==> config.mk <==
export PLATFORM = sky130hd
export DESIGN_NAME = video_timing_gen
export DESIGN_NICKNAME = d
export VERILOG_FILES = /design/src/rtl/video_timing_gen_pkg.sv /design/src/rtl/video_timing_gen_wrap_counter.sv /design/src/rtl/video_timing_gen.sv
export SDC_FILE = /design/constraint.sdc
export NUM_CORES = 1
export LEC_CHECK = 0
export ABC_AREA = 1
export CAP_MARGIN = 20
export CORE_MARGIN = 3
export CORE_UTILIZATION = 35
export CTS_CLUSTER_DIAMETER = 200
export DETAILED_ROUTE_END_ITERATION = 7
export MAX_ROUTING_LAYER = met4
export PLACE_DENSITY = 0.66
export RECOVER_POWER = 25
export SYNTH_ARGS = -nofsm -noshare
export SYNTH_HDL_FRONTEND = slang
export SYNTH_SLANG_ARGS = --single-unit
==> constraint.sdc <==
create_clock -name pixel_clk -period 3 [get_ports pixel_clk]
set_input_delay 0.75 -clock pixel_clk [delete_from_list [all_inputs] [get_ports pixel_clk]]
set_output_delay 0.75 -clock pixel_clk [all_outputs]
set_load 0.02 [all_outputs]
==> src/rtl/video_timing_gen_pkg.sv <==
// Shared raster-timing types, the 720p60 timing set, and derived line/frame sizes.
package video_timing_gen_pkg;

    typedef logic signed [11:0] coord_t;

    typedef struct packed {
        int h_active;
        int h_fp;
        int h_sync;
        int h_bp;
        int v_active;
        int v_fp;
        int v_sync;
        int v_bp;
    } video_timing_t;

    localparam video_timing_t VT_720P60 = '{
        h_active: 1280, h_fp: 110, h_sync: 40, h_bp: 220,
        v_active: 720,  v_fp: 5,   v_sync: 5,  v_bp: 20
    };

    function automatic int h_blank(input video_timing_t vt);
        return vt.h_fp + vt.h_sync + vt.h_bp;
    endfunction

    function automatic int h_total(input video_timing_t vt);
        return vt.h_active + h_blank(vt);
    endfunction

    function automatic int v_blank(input video_timing_t vt);
        return vt.v_fp + vt.v_sync + vt.v_bp;
    endfunction

    function automatic int v_total(input video_timing_t vt);
        return vt.v_active + v_blank(vt);
    endfunction

endpackage

==> src/rtl/video_timing_gen_wrap_counter.sv <==
// Signed counter stepping MIN..MAX under enable, with a combinational next value and wrap pulse.
module video_timing_gen_wrap_counter
    import video_timing_gen_pkg::*;
#(
    parameter int MIN = 0,
    parameter int MAX = 1
) (
    input  logic             clk,
    input  logic             rst,
    input  logic             en,
    output logic signed [11:0] next,
    output logic             wrap
);

    coord_t count;

    always_comb begin
        wrap = en && (count == coord_t'(MAX));
        next = count;
        if (wrap) begin
            next = coord_t'(MIN);
        end else if (en) begin
            next = count + coord_t'(1);
        end
    end

    // Parked on MAX so the first enabled cycle wraps straight into the frame start.
    always_ff @(posedge clk or posedge rst) begin
        if (rst) begin
            count <= coord_t'(MAX);
        end else begin
            count <= next;
        end
    end

endmodule

==> src/rtl/video_timing_gen.sv <==
// Raster timing generator: signed coordinates, active flag, syncs and frame/line strobes,
// all registered from next-state counter values so every output describes the same pixel.
module video_timing_gen
    import video_timing_gen_pkg::*;
#(
    parameter int H_ACTIVE = VT_720P60.h_active,
    parameter int H_FP     = VT_720P60.h_fp,
    parameter int H_SYNC   = VT_720P60.h_sync,
    parameter int H_BP     = VT_720P60.h_bp,
    parameter int V_ACTIVE = VT_720P60.v_active,
    parameter int V_FP     = VT_720P60.v_fp,
    parameter int V_SYNC   = VT_720P60.v_sync,
    parameter int V_BP     = VT_720P60.v_bp,
    parameter bit SYNC_POS = 1'b1
) (
    input  logic               pixel_clk,
    input  logic               rst,
    input  logic               en,
    output logic signed [11:0] hpos,
    output logic signed [11:0] vpos,
    output logic               active,
    output logic               hsync,
    output logic               vsync,
    output logic               fsync,
    output logic               lsync,
    output logic [15:0]        frame_cnt
);

    localparam video_timing_t VT = '{
        h_active: H_ACTIVE, h_fp: H_FP, h_sync: H_SYNC, h_bp: H_BP,
        v_active: V_ACTIVE, v_fp: V_FP, v_sync: V_SYNC, v_bp: V_BP
    };
    localparam int H_BLANK_C = h_blank(VT);
    localparam int H_TOTAL_C = h_total(VT);
    localparam int V_BLANK_C = v_blank(VT);
    localparam int V_TOTAL_C = v_total(VT);

    localparam coord_t H_MIN   = coord_t'(-H_BLANK_C);
    localparam coord_t V_MIN   = coord_t'(-V_BLANK_C);
    localparam coord_t HS_LO   = coord_t'(-H_BLANK_C + H_FP);
    localparam coord_t HS_HI   = coord_t'(-H_BLANK_C + H_FP + H_SYNC - 1);
    localparam coord_t VS_LO   = coord_t'(-V_BLANK_C + V_FP);
    localparam coord_t VS_HI   = coord_t'(-V_BLANK_C + V_FP + V_SYNC - 1);
    localparam bit     SYNC_OFF = ~SYNC_POS;

    if (H_TOTAL_C > 2047) begin : g_h_total_chk
        $error("H_TOTAL exceeds the signed 12-bit coordinate range");
    end
    if (V_TOTAL_C > 2047) begin : g_v_total_chk
        $error("V_TOTAL exceeds the signed 12-bit coordinate range");
    end

    coord_t h_next;
    coord_t v_next;
    logic   h_wrap;
    logic   v_wrap;
    logic   frame_start;
    logic   active_n;
    logic   hs_win;
    logic   vs_win;

    video_timing_gen_wrap_counter #(
        .MIN(-H_BLANK_C),
        .MAX(H_ACTIVE - 1)
    ) u_hcnt (
        .clk (pixel_clk),
        .rst (rst),
        .en  (en),
        .next(h_next),
        .wrap(h_wrap)
    );

    video_timing_gen_wrap_counter #(
        .MIN(-V_BLANK_C),
        .MAX(V_ACTIVE - 1)
    ) u_vcnt (
        .clk (pixel_clk),
        .rst (rst),
        .en  (h_wrap),
        .next(v_next),
        .wrap(v_wrap)
    );

    always_comb begin
        frame_start = h_wrap && v_wrap;
        active_n    = !h_next[11] && !v_next[11];
        hs_win      = (h_next >= HS_LO) && (h_next <= HS_HI);
        vs_win      = (v_next >= VS_LO) && (v_next <= VS_HI);
    end

    always_ff @(posedge pixel_clk or posedge rst) begin
        if (rst) begin
            hpos      <= H_MIN;
            vpos      <= V_MIN;
            active    <= 1'b0;
            hsync     <= SYNC_OFF;
            vsync     <= SYNC_OFF;
            fsync     <= 1'b0;
            lsync     <= 1'b0;
            frame_cnt <= '0;
        end else if (en) begin
            hpos      <= h_next;
            vpos      <= v_next;
            active    <= active_n;
            hsync     <= hs_win ? SYNC_POS : SYNC_OFF;
            vsync     <= vs_win ? SYNC_POS : SYNC_OFF;
            fsync     <= frame_start;
            lsync     <= h_wrap;
            frame_cnt <= frame_cnt + 16'(frame_start);
        end else begin
            fsync     <= 1'b0;
            lsync     <= 1'b0;
        end
    end

endmodule

# Word-level counts from Yosys, hierarchy flattened
# Cells that the tools add are included.
[word_totals]
mem_count = 0
rom_bits = 0
reg_bits = 69
latch_bits = 0
mem_bits_rw = 0
out_inout_bits = 45
[op_classes]
eq_ne = 2
mux = 8
n_reduce_logical = 8
div = 0
bitwise = 0
shift = 0
multipliers = 0
magnitude_cmp = 4
add_sub_neg = 3
[op_table]
columns = ["op", "count"]
rows = [
  ["$mux W12", 4],
  ["$add A12 B2 Y12 const B", 2],
  ["$add A16 B1 Y16", 1],
  ["$eq A12 B11 Y1 const B", 1],
  ["$eq A12 B12 Y1 const B", 1],
  ["$ge A12 B10 Y1 const B", 1],
  ["$ge A12 B6 Y1 const B", 1],
  ["$le A12 B6 Y1 const B", 1],
  ["$le A12 B9 Y1 const B", 1],
  ["$logic_and A1 B1 Y1", 6],
  ["$mux W1", 4],
  ["$logic_not A1 Y1", 2],
]

# Logic depth before layout (Yosys ltp)
[depth]
word_depth = 7
depth_mapped = 17
depth_no_buf = 17

# Cells and area by module
# A second synthesis with hierarchy kept.
[hier_totals]
cells_unflattened = 404
hier_area_um2 = 3399.5
[by_module_without_submodules]
columns = ["mod", "instances", "area_per_inst_um2", "seq_area_each_um2", "cells_each"]
rows = [
  ["video_timing_gen", 1, 2030.7, 1144.8, 235],
  ["video_timing_gen_wrap_counter at u_vcnt", 1, 685.7, 309.0, 85],
  ["video_timing_gen_wrap_counter at u_hcnt", 1, 683.2, 311.5, 84],
]

# Least setup slack after synthesis
# Ideal clock, no wire load.
[synth_timing]
path_kind = "input to register"
start = "input port en"
end = "register frame_cnt[14]"
path_stages = 17
t_arrival_ns = 2.708
setup_slack_ns = 0.162
required_time_ns = 2.871
path_buffers = 1
cell_sequence = "buf_4 -> nand2_1 -> inv_2 -> nand2_4 -> nor2_8 -> nand3_4 -> inv_1 -> ha_1 -> ha_1 -> nand2_1 -> nor3b_2 -> nand2_1 -> nor2_1 -> nand2_1 -> nor2_1 -> nand3_1 -> xnor2_1"
[synth_via]
elab_chain_cells = 4
[synth_lines]
columns = ["element", "line", "rtl"]
rows = [
  ["start: declaration", "video_timing_gen.sv:18", "input logic en,"],
  ["$logic_and A1 B1 Y1 (2 in a row)", "video_timing_gen_wrap_counter.sv:18", "wrap = en && (count == coord_t'(MAX));"],
  ["$logic_and A1 B1 Y1", "video_timing_gen.sv:85", "frame_start = h_wrap && v_wrap;"],
  ["$add A16 B1 Y16", "video_timing_gen.sv:109", "frame_cnt <= frame_cnt + 16'(frame_start);"],
  ["end signal: assignment", "video_timing_gen.sv:109", ""],
  ["end: declaration", "video_timing_gen.sv:26", "output logic [15:0] frame_cnt"],
]
# Several ways; a longest one is shown, not always the timed one.
# A chain may end at the register's enable or synchronous reset.

# Worst setup path in the final report
# Ends and elaborated chain as after synthesis.

==> flow_summary.json <==
{
  "crit_slowest_cell": "clkdlybuf4s50_1",
  "grtUsageTotal": 0.155,
  "ys_seq_area_frac": 0.502,
  "cts_root_buf": "clkbuf_8",
  "syn-cell-area_mm2": 0.00351,
  "clkPwrFrac": 0.330,
  "rr_startpoint": "u_hcnt.count[0]$_DFF_PP1_",
  "utilization": 0.472,
  "cts-htree-levels": 3,
  "hold_class": "reg -> reg",
  "area_growth_pct": 27.5,
  "synthDistinctLibCells": 38,
  "syn_inst": 418,
  "cp_data_arrival_time_ns": 3.01,
  "ys.warnings.count": 0,
  "numCtsBuffers": 9,
  "place_ws_ns": -0.205,
  "syn_nets": 425,
  "r2r-end": "frame_cnt[14]$_DFFE_PP0P_",
  "hold_viol": 0,
  "critPathMaxFanout": 2,
  "ant_nets": 0,
  "intPower_mw": 1.66,
  "switchingPower_mw": 0.690,
  "cpPeakStageDelay_ns": 0.48,
  "insertion_delay_ns": 0.34,
  "power.density_mw_per_mm2": 525,
  "crit_start": "en",
  "first_global_vias": 2910,
  "crit_chain": "clkdlybuf4s50_1, nand2_1, inv_2, nand2_4, nor2_8, nand3_4, inv_1, ha_4, ha_4, nand2_2, nor3b_2, nand2_1, nor2_2, nand2_1, nor2_2, nand3_1, xnor2_1",
  "grt_pass1_wl_um": 13800,
  "insertedDiodeCount": 0,
  "drtIter0Drc": 138,
  "ys_ff_latch": 69,
  "ctsLongestPathBuffers": 2,
  "ctsHoldBuffers": 0,
  "worst_slew_pin_slew_ns": 1.15,
  "die_w_um": 106,
  "cp.required_ns": 3.22,
  "cts.sinks": 69,
  "vias": 2881,
  "firstDrtPassIters": 4,
  "finClkSkew_ns": 0.00836,
  "critPathLaunchType": "input pin",
  "fp.dieH_um": 106,
  "crit_type": "in -> reg",
  "route.detailed.drc": 0,
  "gp_congestion": 0.846,
  "multiInputGateArea_mm2": 0.00152,
  "hold_depth": 2,
  "cap_viol_max_count": 0,
  "layout-drive-gt1-share": 0.217,
  "overflow": 0,
  "cts_tree": "built",
  "status": "complete, no violations",
  "leakage_nw": 2.19,
  "ir_drop_mv": 0.238,
  "routed_wl_um": 7980,
  "core_mm2": 0.00950,
  "die_area_mm2": 0.0113,
  "crit_path_end_kind": "register",
  "hold_end": "vpos[8]$_DFFE_PP1P_",
  "max_freq_mhz": 358,
  "setup_ws_ns": 0.210,
  "reg2reg_slack_ns": 0.27,
  "grt_max_degree": 36,
  "p_comb_frac": 0.190,
  "fillers": 910,
  "critPathMostFrequentCell": "nand2_1",
  "reg2regPathDepth": 17,
  "fin_nets": 495,
  "slew_headroom": 0.233,
  "avgSynthCellArea_um2": 8.41,
  "wire_per_inst_um": 12.8,
  "path_clk_slew_ns": 0.07,
  "port_buffers": 47,
  "fin_crit_sh": 0.930,
  "fin_worst_hold_slack_ns": 0.470,
  "antenna_found_initial": 0,
  "setup_viol": 0,
  "seqPwrFrac": 0.480,
  "seq_area_mm2": 0.00177,
  "fp-row-count": 35,
  "switching_share": 0.293,
  "viasPerCell": 4.63,
  "ios": 48,
  "initial_core_util": 0.370,
  "final_max_slew_viol_count": 0,
  "layout_min_cycle_time_ns": 2.79,
  "dp_hpwl_um": 5880,
  "min_from": "vpos[8]$_DFFE_PP1P_"
}
[metal layers]
layer / up-vias / GRT usage / wire [um]
met4: 0 / 0.0629 / 114
met5: - / - / 0
met1: 1350 / 0.201 / 3750
li1: 1451 / - / -
met2: 68 / 0.241 / 3730
met3: 12 / 0.0298 / 388
[power by group through the flow]
stage                     logic (mW)  clock network (mW)  registers, mW
after detailed placement       0.454                   0           1.15
final                          0.446               0.777           1.13
after floorplan                0.232                   0           1.19
after global placement         0.447                   0           1.14
after CTS                      0.456               0.797           1.13
after global routing           0.499               0.834           1.14
[cell families after synthesis]
group	count (synthesis)	share of synthesized area
AOI/OAI and AO/OA	23	0.0352
muxes	1	0.00285
DFF	69	0.502
adders and majority gates	4	0.0142
and+or+nand+nor	238	0.328
xor gates and xnor gates	17	0.0424
buffers and inverters	66	0.0751
[layout make-up]
class / instances / share of cell area
clock inverters: 3 / 0.00977
well taps: 129 / 0.0360
repair buffers: 67 / 0.138
flip-flops and latches: 69 / 0.394
multi-input cells: 283 / 0.339
inverters: 58 / 0.0486
clock buffers: 13 / 0.0355
[per-stage QoR]
| step | instance area (um^2) | power [mW] | cells | setup TNS [ns] |
|---|---|---|---|---|
| 2_1_floorplan | 3510 | 1.42 | 418 | 0 |
| 3_3_place_gp | 4250 | 1.59 | 604 | -0.113 |
| 3_5_place_dp | 4250 | 1.60 | 604 | -0.285 |
| 4_1_cts | 4450 | 2.38 | 620 | 0 |
| 5_1_grt | 4480 | 2.48 | 622 | -0.00662 |
| 6_report | 4480 | 2.35 | 622 | 0 |
[placed cells by master (no fill, tap or decap), types with 3 or more instances in the layout]
master           instances
o21ai_0                 11
nand4_1                 11
dfstp_2                 31
inv_1                   51
a31oi_1                  3
nand2_2                 10
inv_2                    6
clkbuf_8                11
nand3_2                  6
nand2_1                127
buf_4                   19
clkdlybuf4s50_1         46
nor2_1                  28
nor3_1                   7
dfrtp_1                 38
xnor2_1                  5
nand3_1                 28
xor2_1                  12
nor2_2                   8
nor2_4                   3
clkbuf_1                 3
o21ai_1                  5
[state kept, by name, indices dropped and copies added, names as in the netlist]
register,flops
hpos,12
vpos,12
u_vcnt.count,12
vsync,1
lsync,1
hsync,1
active,1
u_hcnt.count,12
frame_cnt,16
fsync,1
[critical path: cells and delay by family]
family	cells	cell delay (ns)
adders and majority gates	2	0.28
xor gates and xnor gates	1	0.13
buffers and inverters	3	0.67
and+or+nand+nor	11	1.17
[what timing repair did]
action / 4_1_cts / 5_1_grt
setup endpoints to repair: 0 / 1
resized for setup: 0 / 7
setup buffers: 0 / 2
[synthesized netlist by cell type]
cell	count	area, um^2
nor3_1	7	35.0
inv_1	51	191
xor2_1	12	105
nand2_1	128	480
or2_0	1	6.26
nor3_2	1	10.0
nand2_4	1	11.3
nand3_1	28	140
ha_1	4	50.1
nand2_2	9	56.3
or2_2	1	6.26
buf_1	3	11.3
o21a_1	1	7.51
dfstp_2	31	815
a21oi_1	2	10.0
nor2_1	30	113
mux2i_1	1	10.0
clkinv_1	1	3.75
nor2_8	2	40.0
o21ai_0	11	55.1
dfrtp_1	38	951
o21bai_1	1	7.51
nor3b_2	1	12.5
a31oi_1	3	18.8
nand4_1	11	68.8
nand3b_1	1	7.51
buf_8	1	15.0
buf_4	1	7.51
nor2_4	3	33.8
o21ai_1	5	25.0
nand3_4	1	17.5
clkbuf_1	2	7.51
inv_2	6	22.5
nand3_2	6	60.1
nor3_4	1	16.3
buf_2	1	5.00
xnor2_1	5	43.8
nor2_2	6	37.5
[worst max-delay path by stage]
stage,endpoint,depth (start not counted)
floorplan,frame_cnt[14]$_DFFE_PP0P_,17
global placement,frame_cnt[14]$_DFFE_PP0P_,17
detailed placement,frame_cnt[14]$_DFFE_PP0P_,17
CTS,frame_cnt[14]$_DFFE_PP0P_,17
global route,frame_cnt[14]$_DFFE_PP0P_,17
finish,frame_cnt[14]$_DFFE_PP0P_,17
No activity file was read; power rests on OpenSTA's default activity.
